File: config.mk
export PLATFORM = sky130hd
export DESIGN_NAME = grid_scan_reader_flat
export DESIGN_NICKNAME = d
export VERILOG_FILES = /design/src/rtl/grid_scan_reader_if.sv /design/src/rtl/grid_scan_reader.sv /design/src/flat_wrapper.sv
export SDC_FILE = /design/constraint.sdc
export NUM_CORES = 1
export LEC_CHECK = 0
export BUFFER_PORTS_ARGS = -buffer_cell sky130_fd_sc_hd__buf_2
export CAP_MARGIN = 10
export CORE_MARGIN = 8
export CORE_UTILIZATION = 34
export DETAILED_ROUTE_END_ITERATION = 12
export GPL_ROUTABILITY_DRIVEN = 0
export PLACE_DENSITY = 0.57
export SETUP_SLACK_MARGIN = 0.15
export SYNTH_ARGS = -nofsm -noshare
export SYNTH_HDL_FRONTEND = slang
export SYNTH_SLANG_ARGS = --single-unit
File: constraint.sdc
create_clock -name clk -period 6.71 [get_ports clk]
set_clock_uncertainty 0.1 [all_clocks]
set_input_delay 1.342 -clock clk [delete_from_list [all_inputs] [get_ports clk]]
set_output_delay 1.342 -clock clk [all_outputs]
set_load 0.02 [all_outputs]
File: src/rtl/grid_scan_reader_if.sv
// Pixel-side bus of grid_scan_reader: counts, syncs and live grids in,
// per-pixel cell attributes and delayed syncs out.
interface grid_scan_reader_if;
  logic [10:0]           hcount_in;
  logic [9:0]            vcount_in;
  logic                  hsync_in;
  logic                  vsync_in;
  logic                  blank_in;
  logic [7:0][12:0][3:0] object_grid_in;
  logic [5:0][3:0]       time_grid_in;
  logic                  in_grid_out;
  logic [3:0]            object_out;
  logic [4:0]            tile_x_out;
  logic [4:0]            tile_y_out;
  logic                  bar_out;
  logic                  hsync_out;
  logic                  vsync_out;
  logic                  blank_out;

  modport master (
    output hcount_in, vcount_in, hsync_in, vsync_in, blank_in,
           object_grid_in, time_grid_in,
    input  in_grid_out, object_out, tile_x_out, tile_y_out, bar_out,
           hsync_out, vsync_out, blank_out
  );

  modport slave (
    input  hcount_in, vcount_in, hsync_in, vsync_in, blank_in,
           object_grid_in, time_grid_in,
    output in_grid_out, object_out, tile_x_out, tile_y_out, bar_out,
           hsync_out, vsync_out, blank_out
  );
endinterface

File: src/rtl/grid_scan_reader.sv
// Maps each pixel to a cell of a frame-coherent grid snapshot through a
// fixed 3-stage pipeline; syncs are delayed to stay aligned.
module grid_scan_reader #(
  parameter logic [10:0] GRID_X0     = 11'd304,
  parameter logic [9:0]  GRID_Y0     = 10'd256,
  parameter logic [17:0] STATION_ROW = {6{3'd7}},
  parameter logic [23:0] STATION_COL = {4'd11, 4'd9, 4'd7, 4'd5, 4'd3, 4'd1}
) (
  input logic clk,
  input logic reset_n,
  grid_scan_reader_if.slave bus
);

  logic                  vs_prev_q;
  logic [7:0][12:0][3:0] snap_obj_q;
  logic [5:0][3:0]       snap_time_q;

  logic [11:0] hx_d;
  logic [10:0] vy_d;
  logic        inside_d;

  logic       inside1_q, hs1_q, vs1_q, bl1_q;
  logic [3:0] col1_q;
  logic [2:0] row1_q;
  logic [4:0] tx1_q, ty1_q;

  logic [3:0] code_d, t_d;
  logic       inside2_q, hs2_q, vs2_q, bl2_q;
  logic [3:0] code2_q, t2_q;
  logic [4:0] tx2_q, ty2_q;

  logic       bar_d;
  logic       in3_q, bar3_q, hs3_q, vs3_q, bl3_q;
  logic [3:0] obj3_q;
  logic [4:0] tx3_q, ty3_q;

  // Counts left of / above the grid wrap to huge values, so a single
  // unsigned range test on the offsets covers both sides of each axis.
  assign hx_d     = {1'b0, bus.hcount_in} - {1'b0, GRID_X0};
  assign vy_d     = {1'b0, bus.vcount_in} - {1'b0, GRID_Y0};
  assign inside_d = (hx_d < 12'd416) && (vy_d < 11'd256);

  always_comb begin
    code_d = '0;
    if (inside1_q && (col1_q < 4'd13))
      code_d = snap_obj_q[row1_q][col1_q];
    t_d = '0;
    // Descending scan lets the lowest-index station win a shared cell.
    for (int i = 5; i >= 0; i--) begin
      if (inside1_q && (row1_q == STATION_ROW[i*3 +: 3]) &&
          (col1_q == STATION_COL[i*4 +: 4]))
        t_d = snap_time_q[i];
    end
  end

  assign bar_d = inside2_q && (t2_q != 4'd0) && (ty2_q >= 5'd28) &&
                 ({1'b0, tx2_q} < {1'b0, t2_q, 1'b0});

  always_ff @(posedge clk or negedge reset_n) begin
    if (!reset_n) begin
      vs_prev_q   <= 1'b1;
      snap_obj_q  <= '0;
      snap_time_q <= '0;
    end else begin
      vs_prev_q <= bus.vsync_in;
      if (vs_prev_q && !bus.vsync_in) begin
        snap_obj_q  <= bus.object_grid_in;
        snap_time_q <= bus.time_grid_in;
      end
    end
  end

  always_ff @(posedge clk or negedge reset_n) begin
    if (!reset_n) begin
      inside1_q <= 1'b0;
      col1_q    <= '0;
      row1_q    <= '0;
      tx1_q     <= '0;
      ty1_q     <= '0;
      hs1_q     <= 1'b1;
      vs1_q     <= 1'b1;
      bl1_q     <= 1'b0;
      inside2_q <= 1'b0;
      code2_q   <= '0;
      t2_q      <= '0;
      tx2_q     <= '0;
      ty2_q     <= '0;
      hs2_q     <= 1'b1;
      vs2_q     <= 1'b1;
      bl2_q     <= 1'b0;
      in3_q     <= 1'b0;
      obj3_q    <= '0;
      tx3_q     <= '0;
      ty3_q     <= '0;
      bar3_q    <= 1'b0;
      hs3_q     <= 1'b1;
      vs3_q     <= 1'b1;
      bl3_q     <= 1'b0;
    end else begin
      inside1_q <= inside_d;
      col1_q    <= hx_d[8:5];
      row1_q    <= vy_d[7:5];
      tx1_q     <= hx_d[4:0];
      ty1_q     <= vy_d[4:0];
      hs1_q     <= bus.hsync_in;
      vs1_q     <= bus.vsync_in;
      bl1_q     <= bus.blank_in;

      inside2_q <= inside1_q;
      code2_q   <= code_d;
      t2_q      <= t_d;
      tx2_q     <= tx1_q;
      ty2_q     <= ty1_q;
      hs2_q     <= hs1_q;
      vs2_q     <= vs1_q;
      bl2_q     <= bl1_q;

      in3_q     <= inside2_q;
      obj3_q    <= inside2_q ? code2_q : 4'd0;
      tx3_q     <= inside2_q ? tx2_q : 5'd0;
      ty3_q     <= inside2_q ? ty2_q : 5'd0;
      bar3_q    <= bar_d;
      hs3_q     <= hs2_q;
      vs3_q     <= vs2_q;
      bl3_q     <= bl2_q;
    end
  end

  assign bus.in_grid_out = in3_q;
  assign bus.object_out  = obj3_q;
  assign bus.tile_x_out  = tx3_q;
  assign bus.tile_y_out  = ty3_q;
  assign bus.bar_out     = bar3_q;
  assign bus.hsync_out   = hs3_q;
  assign bus.vsync_out   = vs3_q;
  assign bus.blank_out   = bl3_q;

endmodule

File: src/flat_wrapper.sv
// flat-port wrapper written by rule: the top's interface ports become plain ports
module grid_scan_reader_flat 
#(
  parameter logic [10:0] GRID_X0     = 11'd304,
  parameter logic [9:0]  GRID_Y0     = 10'd256,
  parameter logic [17:0] STATION_ROW = {6{3'd7}},
  parameter logic [23:0] STATION_COL = {4'd11, 4'd9, 4'd7, 4'd5, 4'd3, 4'd1}
)
  (clk, reset_n, bus_hcount_in, bus_vcount_in, bus_hsync_in, bus_vsync_in, bus_blank_in, bus_object_grid_in, bus_time_grid_in, bus_in_grid_out, bus_object_out, bus_tile_x_out, bus_tile_y_out, bus_bar_out, bus_hsync_out, bus_vsync_out, bus_blank_out);
  grid_scan_reader_if bus_i ();
  input logic clk;
  input logic reset_n;
  input wire logic [$bits(bus_i.hcount_in)-1:0] bus_hcount_in;
  input wire logic [$bits(bus_i.vcount_in)-1:0] bus_vcount_in;
  input wire logic [$bits(bus_i.hsync_in)-1:0] bus_hsync_in;
  input wire logic [$bits(bus_i.vsync_in)-1:0] bus_vsync_in;
  input wire logic [$bits(bus_i.blank_in)-1:0] bus_blank_in;
  input wire logic [$bits(bus_i.object_grid_in)-1:0] bus_object_grid_in;
  input wire logic [$bits(bus_i.time_grid_in)-1:0] bus_time_grid_in;
  output wire logic [$bits(bus_i.in_grid_out)-1:0] bus_in_grid_out;
  output wire logic [$bits(bus_i.object_out)-1:0] bus_object_out;
  output wire logic [$bits(bus_i.tile_x_out)-1:0] bus_tile_x_out;
  output wire logic [$bits(bus_i.tile_y_out)-1:0] bus_tile_y_out;
  output wire logic [$bits(bus_i.bar_out)-1:0] bus_bar_out;
  output wire logic [$bits(bus_i.hsync_out)-1:0] bus_hsync_out;
  output wire logic [$bits(bus_i.vsync_out)-1:0] bus_vsync_out;
  output wire logic [$bits(bus_i.blank_out)-1:0] bus_blank_out;
  assign bus_i.hcount_in = bus_hcount_in;
  assign bus_i.vcount_in = bus_vcount_in;
  assign bus_i.hsync_in = bus_hsync_in;
  assign bus_i.vsync_in = bus_vsync_in;
  assign bus_i.blank_in = bus_blank_in;
  assign bus_i.object_grid_in = bus_object_grid_in;
  assign bus_i.time_grid_in = bus_time_grid_in;
  assign bus_in_grid_out = bus_i.in_grid_out;
  assign bus_object_out = bus_i.object_out;
  assign bus_tile_x_out = bus_i.tile_x_out;
  assign bus_tile_y_out = bus_i.tile_y_out;
  assign bus_bar_out = bus_i.bar_out;
  assign bus_hsync_out = bus_i.hsync_out;
  assign bus_vsync_out = bus_i.vsync_out;
  assign bus_blank_out = bus_i.blank_out;
  grid_scan_reader #(.GRID_X0(GRID_X0), .GRID_Y0(GRID_Y0), .STATION_ROW(STATION_ROW), .STATION_COL(STATION_COL)) u_core (.clk(clk), .reset_n(reset_n), .bus(bus_i));
endmodule
==> reports/metrics.cfg <==
[outcome]
status=finished, final reports clean

[finish]
nFillCells=5732
most-common-layout-cells=493 x dfrtp_1, 483 x buf_2, 448 x mux2_2
layout-drive-gt1-share=0.589
fin_util=0.428
fin_area_um2=27100
final_common_cell=dfrtp_1
final_nets=2339
area_growth_pct=24.4

[synthesis]
synth_top_family_by_area=multiplexers
yosys_warnings=0
syn-cell-area_um2=21800
synth-main-ff-cell=dfrtp_1
synthCells=1403
avgSynthCellArea_um2=15.5
synth_mux_area_frac=0.344
seq_area_frac_synth=0.578
ys_types=45
synth-compound-area-share=0.0331
synth_edf_count=0
syn_nets=1873
synthAdderAreaFrac=0.00230
synth_simple_gate_area_share=0.0199
synth_xor_area_frac=0.00161
synth-seq-cells=502
async_reset_ff_frac=1.00

[power_and_ir_drop]
p_sw_mw=1.99
ir_drop_mv=0.188
power_switching_share=0.248
pwr-share-comb=0.144
intPower_mw=6.04
totalPowerFinal_mw=8.03
clkPwrFrac=0.399
p_leak_nw=12.0
p_per_area_nw_per_um2=297
pwr-share-seq=0.457

[detailed_routing]
drc=0
wirelength_um=67700
drt-pass1-iter-count=5
vias=13800
wl_per_cell_um=24.5
ant_nets=0
drt_iter0_drc=900
vias_per_cell=4.99

[die]
die_h_um=269
initial_core_util=0.344
die_area_um2=72400
die_w_um=269
io_pins=485
num_rows=92
coreArea_um2=63200

[global_routing]
grt_overflow_total=0
grt_max_degree=158
grt_use_total=0.183
grt_antenna_before_repair=19
grt_pass1_wl_um=99200
grt_pass1_vias=15500

[cts]
cts_root_buf=clkbuf_16
clkSlewWorstSetupHoldPaths_ns=0.06
h-tree-depth=2
cts.sinks=502
post_cts_buffers=0
clk_latency_ns=0.61
ctsHoldBuffers=0
cts_buffer_depth=3
cts_tree=yes
numCtsBuffers=57
cts.repair.resized=0

[setup_path]
path_buf_inv=1
crit_chain=buf_4 > nor2b_4 > a22oi_1 > a41oi_1 > o21ai_0 > o21ai_0 > a21oi_1
rrSetupSlack_ns=2.90
cp_top_family=compound AO/OA/AOI/OAI gates
arrival_ns=4.15
path_max_fanout=38
critPathLaunchType=flop
max_stage_delay_ns=0.86
critPathKind=flop to flop
cp_common_cell=o21ai_0
cp.required_ns=7.05
cpMaxStageDelayCell=nor2b_4
cp-end-kind=flop

[flow_run]
cap_violations=0

[placed_design]
io_buffers=484
post-dp-hpwl_um=49400
place_area_um2=25100

[sta]
fin_hold_ws_ns=0.244
max_freq_mhz=262
finalCriticalPeriod_ns=3.81
tns_ns=0
final-setup-viol-count=0
worstMarginPinSlew_ns=1.28
drv_slew=0
slew_headroom=0.144
hold_viol=0
period_share=0.568
rsz0062_at_grt=false

[worst_hold_path]
worstHoldPathType=flop to flop

[final cells by class]
class | instances | area (um2) | share of cell area
sequential | 502 | 12600 | 0.465
multi-input combinational | 801 | 8760 | 0.324
timing repair buffer | 502 | 2680 | 0.0990
clock buffer | 87 | 1750 | 0.0646
tap | 846 | 1060 | 0.0391
clock inverter | 17 | 203 | 0.00749
inverter | 5 | 18.8 | 0.000693
antenna | 7 | 17.5 | 0.000647
[metal layers]
metal,track usage,wire (um),up-vias
met1,0.238,28600,7141
met4,0.0516,1440,18
met3,0.0423,4370,113
li1,-,-,6142
met5,0,101,-
met2,0.304,33200,384
[registers in the layout (all words and copies together), names as in the netlist, 5 cells and up]
name / cells
u_core.bus.tile_y_out: 5
u_core.bus.tile_x_out: 5
u_core.ty2_q: 5
u_core.snap_time_q: 24
u_core.tx2_q: 5
u_core.tx1_q: 5
u_core.ty1_q: 5
u_core.snap_obj_q: 416
[Yosys cell counts (2+ instances only)]
cell | n | area, um2
a31oi_1 | 5 | 31.3
o21a_1 | 2 | 15.0
or2_2 | 2 | 12.5
dfstp_2 | 6 | 158
buf_4 | 9 | 67.6
nand3b_1 | 2 | 15.0
a41oi_1 | 5 | 43.8
nand3_1 | 19 | 95.1
o22a_1 | 4 | 35.0
a21oi_1 | 10 | 50.1
nand2_1 | 14 | 52.6
nand2b_1 | 3 | 18.8
mux4_2 | 64 | 1440
o21ai_0 | 10 | 50.1
xor2_1 | 2 | 17.5
xnor2_1 | 2 | 17.5
mux2_2 | 448 | 5040
a21o_1 | 2 | 15.0
dfrtp_1 | 496 | 12400
o211ai_1 | 2 | 15.0
a22oi_1 | 43 | 323
nor2b_1 | 5 | 31.3
nor3_1 | 3 | 15.0
clkbuf_1 | 68 | 255
a222oi_1 | 2 | 20.0
nand4_1 | 2 | 12.5
a211o_1 | 2 | 17.5
o22ai_1 | 3 | 18.8
nor2_1 | 8 | 30.0
and2_1 | 16 | 100
buf_2 | 11 | 55.1
inv_1 | 5 | 18.8
ha_1 | 4 | 50.1
buf_6 | 6 | 67.6
mux2i_1 | 100 | 1000
a22o_1 | 8 | 70.1
nor3b_1 | 2 | 15.0
[power groups by stage]
stage | Combinational (mW) | Clock [mW] | Sequential, mW
4_1_cts | 1.18 | 3.29 | 3.67
3_5_place_dp | 1.17 | 0 | 3.73
2_1_floorplan | 0.766 | 0 | 3.62
6_report | 1.15 | 3.20 | 3.67
5_1_grt | 1.26 | 3.43 | 3.72
3_3_place_gp | 1.15 | 0 | 3.71
[worst paths after layout]
path                                  start  cells after the start                     to
max                        u_core.row1_q[1]                      7      u_core.code2_q[1]
min                         u_core.ty1_q[4]                      0        u_core.ty2_q[4]
max reg2reg                u_core.row1_q[1]                      7      u_core.code2_q[1]
min reg2reg                 u_core.ty1_q[4]                      0        u_core.ty2_q[4]
max in group asynchronous           reset_n                      2       u_core.row1_q[1]
min in group asynchronous           reset_n                      1  u_core.snap_obj_q[88]
[worst reg2reg max path: cells and delay by family, from the launching register on]
kind | cells | cell delay [ns]
AOI/OAI and AO/OA | 5 | 1.15
and+or+nand+nor | 1 | 0.88
buffers and inverters | 1 | 0.76
DFF | 1 | 0.76
[stage by stage]
stage,std cells,setup WS (ns)
after floorplan,1403,3.85
after global placement,2656,2.81
after detailed placement,2656,2.78
after CTS,2760,2.75
after global routing,2766,2.70
final,2767,2.90
[logic make-up after synthesis]
family | after synthesis
compound gates | 100
simple gates | 81
flops | 502
mux | 612
buf+inv | 100
xor+xnor | 4
fa+ha+maj | 4
Note: power is estimated with default switching activity, not from simulation.
